===== src/rtl/uart_pkg.sv =====
// Shared UART definitions: frame format, default bit timing and FSM state encodings.
// Used by both the RX and TX paths.
package uart_pkg;

  localparam int UART_DATA_BITS       = 8;
  localparam int CLKS_PER_BIT_DEFAULT = 4167;

  typedef enum logic [1:0] {
    IDLE  = 2'd0,
    START = 2'd1,
    DATA  = 2'd2,
    STOP  = 2'd3
  } uart_state_e;

endpackage : uart_pkg


===== src/rtl/uart_sync_fifo.sv =====
// Single-clock first-word-fall-through FIFO with wrap-bit pointers.
// A push is accepted when full only if a pop happens in the same cycle.
module uart_sync_fifo #(
  parameter int WIDTH = 8,
  parameter int DEPTH = 4
) (
  input  logic                       clk,
  input  logic                       rst,
  input  logic                       push,
  input  logic [WIDTH-1:0]           push_data,
  input  logic                       pop,
  output logic [WIDTH-1:0]           head,
  output logic                       empty,
  output logic                       full,
  output logic [$clog2(DEPTH):0]     level
);

  localparam int AW = $clog2(DEPTH);
  localparam logic [AW:0] PTR_ONE = (AW+1)'(1);

  logic [WIDTH-1:0] mem [DEPTH];
  logic [AW:0]      wr_ptr;
  logic [AW:0]      rd_ptr;
  logic             do_push;
  logic             do_pop;

  assign empty   = (wr_ptr == rd_ptr);
  assign full    = (wr_ptr[AW] != rd_ptr[AW]) && (wr_ptr[AW-1:0] == rd_ptr[AW-1:0]);
  assign do_pop  = pop && !empty;
  assign do_push = push && (!full || do_pop);
  assign level   = wr_ptr - rd_ptr;
  assign head    = mem[rd_ptr[AW-1:0]];

  // NOTE: the storage is reset because the head byte is architecturally visible
  // and must read as zero after reset; at this depth the cost is negligible.
  always_ff @(posedge clk or posedge rst) begin
    if (rst) begin
      wr_ptr <= '0;
      rd_ptr <= '0;
      for (int i = 0; i < DEPTH; i++) mem[i] <= '0;
    end else begin
      // NOTE: non-blocking assignments keep every flop sampling pre-edge values,
      // so push and pop in the same cycle see a consistent pointer pair.
      if (do_push) begin
        mem[wr_ptr[AW-1:0]] <= push_data;
        wr_ptr              <= wr_ptr + PTR_ONE;
      end
      if (do_pop) rd_ptr <= rd_ptr + PTR_ONE;
    end
  end

endmodule : uart_sync_fifo


===== src/rtl/uart_rx_fifo.sv =====
// UART 8N1 receive path: 2-flop synchroniser, mid-bit sampling deserialiser,
// FWFT RX FIFO with valid/ready drain and sticky framing/overrun flags.
module uart_rx_fifo
  import uart_pkg::*;
#(
  parameter int CLKS_PER_BIT = CLKS_PER_BIT_DEFAULT,
  parameter int FIFO_DEPTH   = 4
) (
  input  logic                          wb_clk_i,
  input  logic                          wb_rst_i,
  input  logic                          rx_i,
  output logic [UART_DATA_BITS-1:0]     rx_data_o,
  output logic                          rx_valid_o,
  input  logic                          rx_ready_i,
  output logic [$clog2(FIFO_DEPTH):0]   fifo_level_o,
  output logic                          frame_err_o,
  output logic                          overrun_o,
  input  logic                          clear_err_i
);

  localparam int CNT_W = $clog2(CLKS_PER_BIT);
  localparam logic [CNT_W-1:0] CNT_ONE  = CNT_W'(1);
  localparam logic [CNT_W-1:0] CNT_HALF = CNT_W'(CLKS_PER_BIT/2 - 1);
  localparam logic [CNT_W-1:0] CNT_FULL = CNT_W'(CLKS_PER_BIT - 1);
  localparam logic [2:0]       IDX_LAST = 3'(UART_DATA_BITS - 1);

  logic rx_meta, rx_s, rx_q;

  uart_state_e               state, state_d;
  logic [CNT_W-1:0]          bit_cnt, bit_cnt_d;
  logic [2:0]                bit_idx, bit_idx_d;
  logic [UART_DATA_BITS-1:0] shreg, shreg_d;
  logic                      push, frame_err_set, overrun_set;
  logic                      pop, fifo_empty, fifo_full;

  // Line idles high, so the synchroniser resets to 1 to avoid a false start edge.
  always_ff @(posedge wb_clk_i or posedge wb_rst_i) begin
    if (wb_rst_i) begin
      rx_meta <= 1'b1;
      rx_s    <= 1'b1;
      rx_q    <= 1'b1;
    end else begin
      rx_meta <= rx_i;
      rx_s    <= rx_meta;
      rx_q    <= rx_s;
    end
  end

  always_ff @(posedge wb_clk_i or posedge wb_rst_i) begin
    if (wb_rst_i) begin
      state   <= IDLE;
      bit_cnt <= '0;
      bit_idx <= '0;
      shreg   <= '0;
    end else begin
      state   <= state_d;
      bit_cnt <= bit_cnt_d;
      bit_idx <= bit_idx_d;
      shreg   <= shreg_d;
    end
  end

  always_comb begin
    // NOTE: every output of this block gets a default first so no path can infer a latch.
    state_d       = state;
    bit_cnt_d     = bit_cnt + CNT_ONE;
    bit_idx_d     = bit_idx;
    shreg_d       = shreg;
    push          = 1'b0;
    frame_err_set = 1'b0;
    unique case (state)
      IDLE: begin
        bit_cnt_d = '0;
        if (rx_q && !rx_s) state_d = START;
      end
      START: begin
        if (bit_cnt == CNT_HALF) begin
          bit_cnt_d = '0;
          bit_idx_d = '0;
          state_d   = rx_s ? IDLE : DATA;
        end
      end
      DATA: begin
        if (bit_cnt == CNT_FULL) begin
          bit_cnt_d = '0;
          shreg_d   = {rx_s, shreg[UART_DATA_BITS-1:1]};
          if (bit_idx == IDX_LAST) state_d = STOP;
          else                     bit_idx_d = bit_idx + 3'd1;
        end
      end
      STOP: begin
        if (bit_cnt == CNT_FULL) begin
          bit_cnt_d     = '0;
          state_d       = IDLE;
          push          = rx_s;
          frame_err_set = !rx_s;
        end
      end
      default: state_d = IDLE;
    endcase
  end

  assign rx_valid_o  = !fifo_empty;
  assign pop         = rx_valid_o && rx_ready_i;
  assign overrun_set = push && fifo_full && !pop;

  // Setting wins over clearing so an error in the clear cycle is never lost.
  always_ff @(posedge wb_clk_i or posedge wb_rst_i) begin
    if (wb_rst_i) begin
      frame_err_o <= 1'b0;
      overrun_o   <= 1'b0;
    end else begin
      if (frame_err_set)    frame_err_o <= 1'b1;
      else if (clear_err_i) frame_err_o <= 1'b0;
      if (overrun_set)      overrun_o   <= 1'b1;
      else if (clear_err_i) overrun_o   <= 1'b0;
    end
  end

  uart_sync_fifo #(
    .WIDTH (UART_DATA_BITS),
    .DEPTH (FIFO_DEPTH)
  ) u_fifo (
    .clk       (wb_clk_i),
    .rst       (wb_rst_i),
    .push      (push),
    .push_data (shreg),
    .pop       (pop),
    .head      (rx_data_o),
    .empty     (fifo_empty),
    .full      (fifo_full),
    .level     (fifo_level_o)
  );

endmodule : uart_rx_fifo


===== config.mk =====
export PLATFORM = sky130hd
export DESIGN_NAME = uart_rx_fifo
export DESIGN_NICKNAME = d
export VERILOG_FILES = /design/src/rtl/uart_pkg.sv /design/src/rtl/uart_sync_fifo.sv /design/src/rtl/uart_rx_fifo.sv
export SDC_FILE = /design/constraint.sdc
export NUM_CORES = 1
export LEC_CHECK = 0
export CAP_MARGIN = 30
export CORE_MARGIN = 5
export CORE_UTILIZATION = 55
export DETAILED_ROUTE_END_ITERATION = 8
export MAX_ROUTING_LAYER = met4
export PLACE_DENSITY = 0.74
export SLEW_MARGIN = 30
export SYNTH_ARGS = -nofsm -noshare
export SYNTH_HDL_FRONTEND = slang
export SYNTH_SLANG_ARGS = --single-unit

===== constraint.sdc =====
create_clock -name wb_clk_i -period 5.86 [get_ports wb_clk_i]
set_input_delay 1.172 -clock wb_clk_i [delete_from_list [all_inputs] [get_ports wb_clk_i]]
set_output_delay 1.172 -clock wb_clk_i [all_outputs]
set_load 0.1 [all_outputs]

* After elaboration in Yosys (flattened, before gate mapping) *
Cells that the tools add are included.

operators by class
  magnitude comparators = 3
  bitwise operators = 2
  equality and inequality tests = 15
  muxes and demuxes = 27
  reductions and logical operators = 21
  $add $sub $neg = 5

operators with widths
  cell                                                               count
  13-bit one-hot mux with 3 select lines                             1
  32-bit bitwise mux                                                 1
  13-bit 2-to-1 mux                                                  2
  8-bit 2-to-1 mux                                                   3
  8-bit binary-select mux with 2-bit select                          1
  8-bit demux with 2-bit select                                      1
  13-bit by 1-bit adder with 13-bit output, second input constant    1
  13-bit by 12-bit == test with 1-bit output, second input constant  1
  13-bit == test, second input constant                              1
  2-bit 2-to-1 mux                                                   6
  2-bit inequality test, second input constant                       6
  3-bit by 1-bit adder with 3-bit output, second input constant      3
  3-bit 2-to-1 mux                                                   3
  1-bit logical AND                                                  8
  2-bit one-hot mux with 4 select lines                              1
  1-bit 2-to-1 mux                                                   7
  3-bit greater-or-equal comparator, second input constant           2
  2-bit inverter with 3-bit output                                   2
  3-bit one-hot mux with 2 select lines                              1
  2-bit nonzero test                                                 3
  5-bit AND reduction                                                1
  2-bit == test, second input constant                               2
  1-bit zero test                                                    4
  4-bit AND reduction                                                1
  other kinds (11)                                                   11

word-level totals
  logic and storage cells = 88
  register bits after elaboration = 69

* Depth between registers and ports, before layout *
  depth after elaboration = 6
  mapped depth = 7
  gate-level depth less buffers = 6

* Hierarchy *
A second synthesis with hierarchy kept.

second synthesis, totals
  cell total of the unflattened synthesis = 256
  area total of the unflattened synthesis = 3348.2 um2

modules (own cells, without submodules)
  module          cells an instance  area an instance (um2)  times used
  uart_sync_fifo  125                1846.8                  1
  uart_rx_fifo    131                1501.4                  1

* Least setup slack after synthesis *
No wires, ideal clock.

  path kind = register to output
  start point = register u_fifo.wr_ptr[0]
  end point = output fifo_level_o[2]
  path slack = 2.031 ns
  buffers on the path = 0
  data arrival time = 2.657 ns
  required time = 4.688 ns
  cell stages (with the launch flop) = 5
  cell sequence = dfrtp_1 > inv_1 > ha_1 > fa_1 > xnor2_1

on the way
  word-level cells in the longest chain between the ends = 1

ends and longest elaborated chain
  what                    RTL line              text
  from (decl)             uart_sync_fifo.sv:22  logic [AW:0] wr_ptr;
  from (signal assigned)  uart_sync_fifo.sv:46  wr_ptr <= wr_ptr + PTR_ONE;
  3-bit subtractor        uart_sync_fifo.sv:31  assign level = wr_ptr - rd_ptr;
  to (decl)               uart_rx_fifo.sv:15    output logic [$clog2(FIFO_DEPTH):0] fifo_level_o,

No other way between the ends.

* Worst setup path in the final report *
  start point = register u_fifo.rd_ptr[0]
  end point = output fifo_level_o[2]

on the way
  word-level cells in the longest chain between the ends = 1

ends and longest elaborated chain
  what                    RTL line              text
  from (decl)             uart_sync_fifo.sv:23  logic [AW:0] rd_ptr;
  from (signal assigned)  uart_sync_fifo.sv:48  if (do_pop) rd_ptr <= rd_ptr + PTR_ONE;
  3-bit subtractor        uart_sync_fifo.sv:31

No other way between the ends.

==> flow_summary.json <==
{
  "outcome": "completed",
  "seq_area_um2": 1730,
  "pwr-share-seq_pct": 44.8,
  "ys_types": 37,
  "coreArea_um2": 5851,
  "route.vias.total": 1890,
  "p_switching_w": 0.0004620,
  "worst_slack_ps": 1661,
  "layout-drive-gt1-share_pct": 29.56,
  "multi_input_area_um2": 1475,
  "r2r_start": "u_fifo.rd_ptr[1]",
  "internal_power_w": 0.0008272,
  "antenna_found_initial": 0,
  "first_global_vias": 2010,
  "yosys_warnings": 0,
  "ys_async_sr_fraction_pct": 100.0,
  "num_rows": 28,
  "p_comb_share_pct": 25.7,
  "fp.dieH_um": 87.25,
  "place_hpwl_um": 3924,
  "wl_um": 5839,
  "worst_pin_slew_ps": 976.4,
  "fin_skew_ps": 9.470,
  "finalMaxSlewViolations": 0,
  "tns_ps": 0,
  "cp-end-kind": "output pin",
  "io_pins": 19,
  "drtIter0Drc": 68,
  "initial_utilization_pct": 56.09,
  "postCtsSetupBuffers": 0,
  "die_w_um": 87.25,
  "drt-vias-per-instance": 5.415,
  "fin_crit_ps": 4199,
  "dp_slack_ps": 1994,
  "layout_common_cells": "66 x dfrtp_1, 42 x mux2_2, 18 x clkdlybuf4s50_1",
  "grt-ovfl-total": 0,
  "relSlewSlack_pct": 34.70,
  "nets": 286,
  "ys.flop_type": "dfrtp_1",
  "p_leak_nw": 1.739,
  "vdd_drop_max_v": 0.0002890,
  "p_sw_share_pct": 35.83,
  "final_cells": 349,
  "p_per_area_nw_per_um2": 344.5,
  "cp-start-kind": "register",
  "max_clock_freq_ghz": 0.2381,
  "detail-route-antenna-nets": 0,
  "grt_max_degree": 47,
  "grt_usage_pct": 18.05,
  "nFillCells": 425,
  "cts_sinks": 69,
  "setup_viol": 0,
  "gp_congestion": 0.8122,
  "drv_cap": 0,
  "wl_per_cell_um": 16.73,
  "dieArea_um2": 7612,
  "portBuffers": 18,
  "first_pass_iters": 4,
  "hold_violations": 0,
  "synth-edff-count": 0,
  "place_inst": 333,
  "min_path_type": "reg -> reg",
  "syn_nets": 261,
  "utilization_pct": 63.96,
  "period_share_pct": 71.66,
  "crit_fanout": 11,
  "grt_pass1_wl_um": 10060,
  "htree_levels": 3,
  "cts-buffers-inserted": 9,
  "clockPowerShare_pct": 29.5,
  "syn_area_um2": 3282,
  "clk_pin_slew_ps": 70,
  "post_cts_resized": 0,
  "synth_seq_cells": 69,
  "final_common_cell": "dfrtp_1",
  "critical_path_class": "reg -> out",
  "num_antenna_cells": 0,
  "netlist_instances": 244,
  "holdBufCountCts": 0,
  "insertion_delay_ps": 340,
  "drc": 0,
  "placed_area_um2": 3547,
  "critPathArrivalTime_ps": 3030,
  "critPathRequiredTime_ps": 4690,
  "clk_path_buf_depth": 2,
  "clockRootBuffer": "clkbuf_8",
  "crit_start": "u_fifo.rd_ptr[0]",
  "seq_area_frac_synth_pct": 52.73,
  "rsz0062_at_grt": "no",
  "cts_tree": "done",
  "area_delta_synth_final_pct": 14.03,
  "synth.avg_cell_area_um2": 13.45,
  "final_area_um2": 3742,
  "hp-start": "rx_meta"
}
==> through the flow <==
| step | hold slack (ps) | power [W] |
|---|---|---|
| after floorplan | 345.2 | 0.0008478 |
| after global routing | 372.6 | 0.001345 |
| final | 358.9 | 0.001289 |
| after global placement | 346.6 | 0.0009164 |
| after detailed placement | 347.8 | 0.0009211 |
| after CTS | 362.8 | 0.001305 |
==> area by class of cell <==
cell class | count | area share [%]
multi-input combinational | 155 | 39.42
clock inverter | 4 | 1.337
sequential | 69 | 46.24
timing repair buffer | 20 | 5.216
tap | 75 | 2.508
inverter | 14 | 1.404
clock buffer | 12 | 3.878
==> worst max-delay path, cell delays in order, from the launching register on <==
cell and delay [ps]:
dfrtp_1 600, ha_1 350, fa_1 430, xnor2_1 150, clkdlybuf4s50_1 1150
==> registers in the layout (all words and copies together) (netlist names), named ones only <==
register	count
overrun_o	1
frame_err_o	1
bit_idx	3
u_fifo.mem	32
state	1
shreg	8
u_fifo.rd_ptr	3
rx_meta	1
rx_s	1
rx_q	1
bit_cnt	13
u_fifo.wr_ptr	3
==> power by group through the flow <==
stage                     Combinational [W]  Sequential [W]  Clock, W
after floorplan                    0.000303        0.000545         0
after global placement             0.000329        0.000588         0
after detailed placement           0.000334        0.000587         0
after CTS                          0.000336        0.000579  0.000390
after global routing               0.000351        0.000587  0.000407
final                              0.000331        0.000578  0.000380
==> metal layers <==
layer	global-route usage, %	vias to the layer above	wire length (um)
li1	-	909	-
met1	22.60	947	2578
met2	28.22	27	2956
met3	5.676	7	225
met4	5.439	0	79
met5	-	-	0
==> cell usage after synthesis, types with 2 or more instances <==
cell type | instances | area (um^2)
dfstp_2 | 3 | 78.83
xor2_1 | 5 | 43.79
nor3_4 | 4 | 65.06
o22ai_1 | 2 | 12.51
ha_1 | 11 | 137.6
inv_1 | 14 | 52.55
a22oi_1 | 2 | 15.01
nor3_1 | 6 | 30.03
xnor2_1 | 12 | 105.1
dfrtp_1 | 66 | 1652
nor2_1 | 16 | 60.06
clkbuf_1 | 5 | 18.77
nand3_1 | 10 | 50.05
mux2_2 | 42 | 473.0
o21ai_0 | 4 | 20.02
nand2_1 | 9 | 33.78
nand4_1 | 2 | 12.51
mux2i_1 | 5 | 50.05
mux4_2 | 8 | 180.2
==> cells by family after synthesis <==
family,synth area share (%)
simple gates,11.67
compound gates,2.516
mux,21.43
buf+inv,2.325
flops,52.73
fa+ha+maj,4.804
xor+xnor,4.537
==> path summary, 6_finish.rpt <==
kind,to,slack (ps),cells past startpoint
worst max-delay path,fifo_level_o[2],1660,4
worst min-delay path,rx_s,360,0
worst max register to register,u_fifo.mem[5],3350,6
worst min register to register,rx_s,360,0
max in group asynchronous,bit_cnt[8],3740,3
min in group asynchronous,u_fifo.wr_ptr[2],1180,2
No activity file was read; power rests on OpenSTA's default activity.
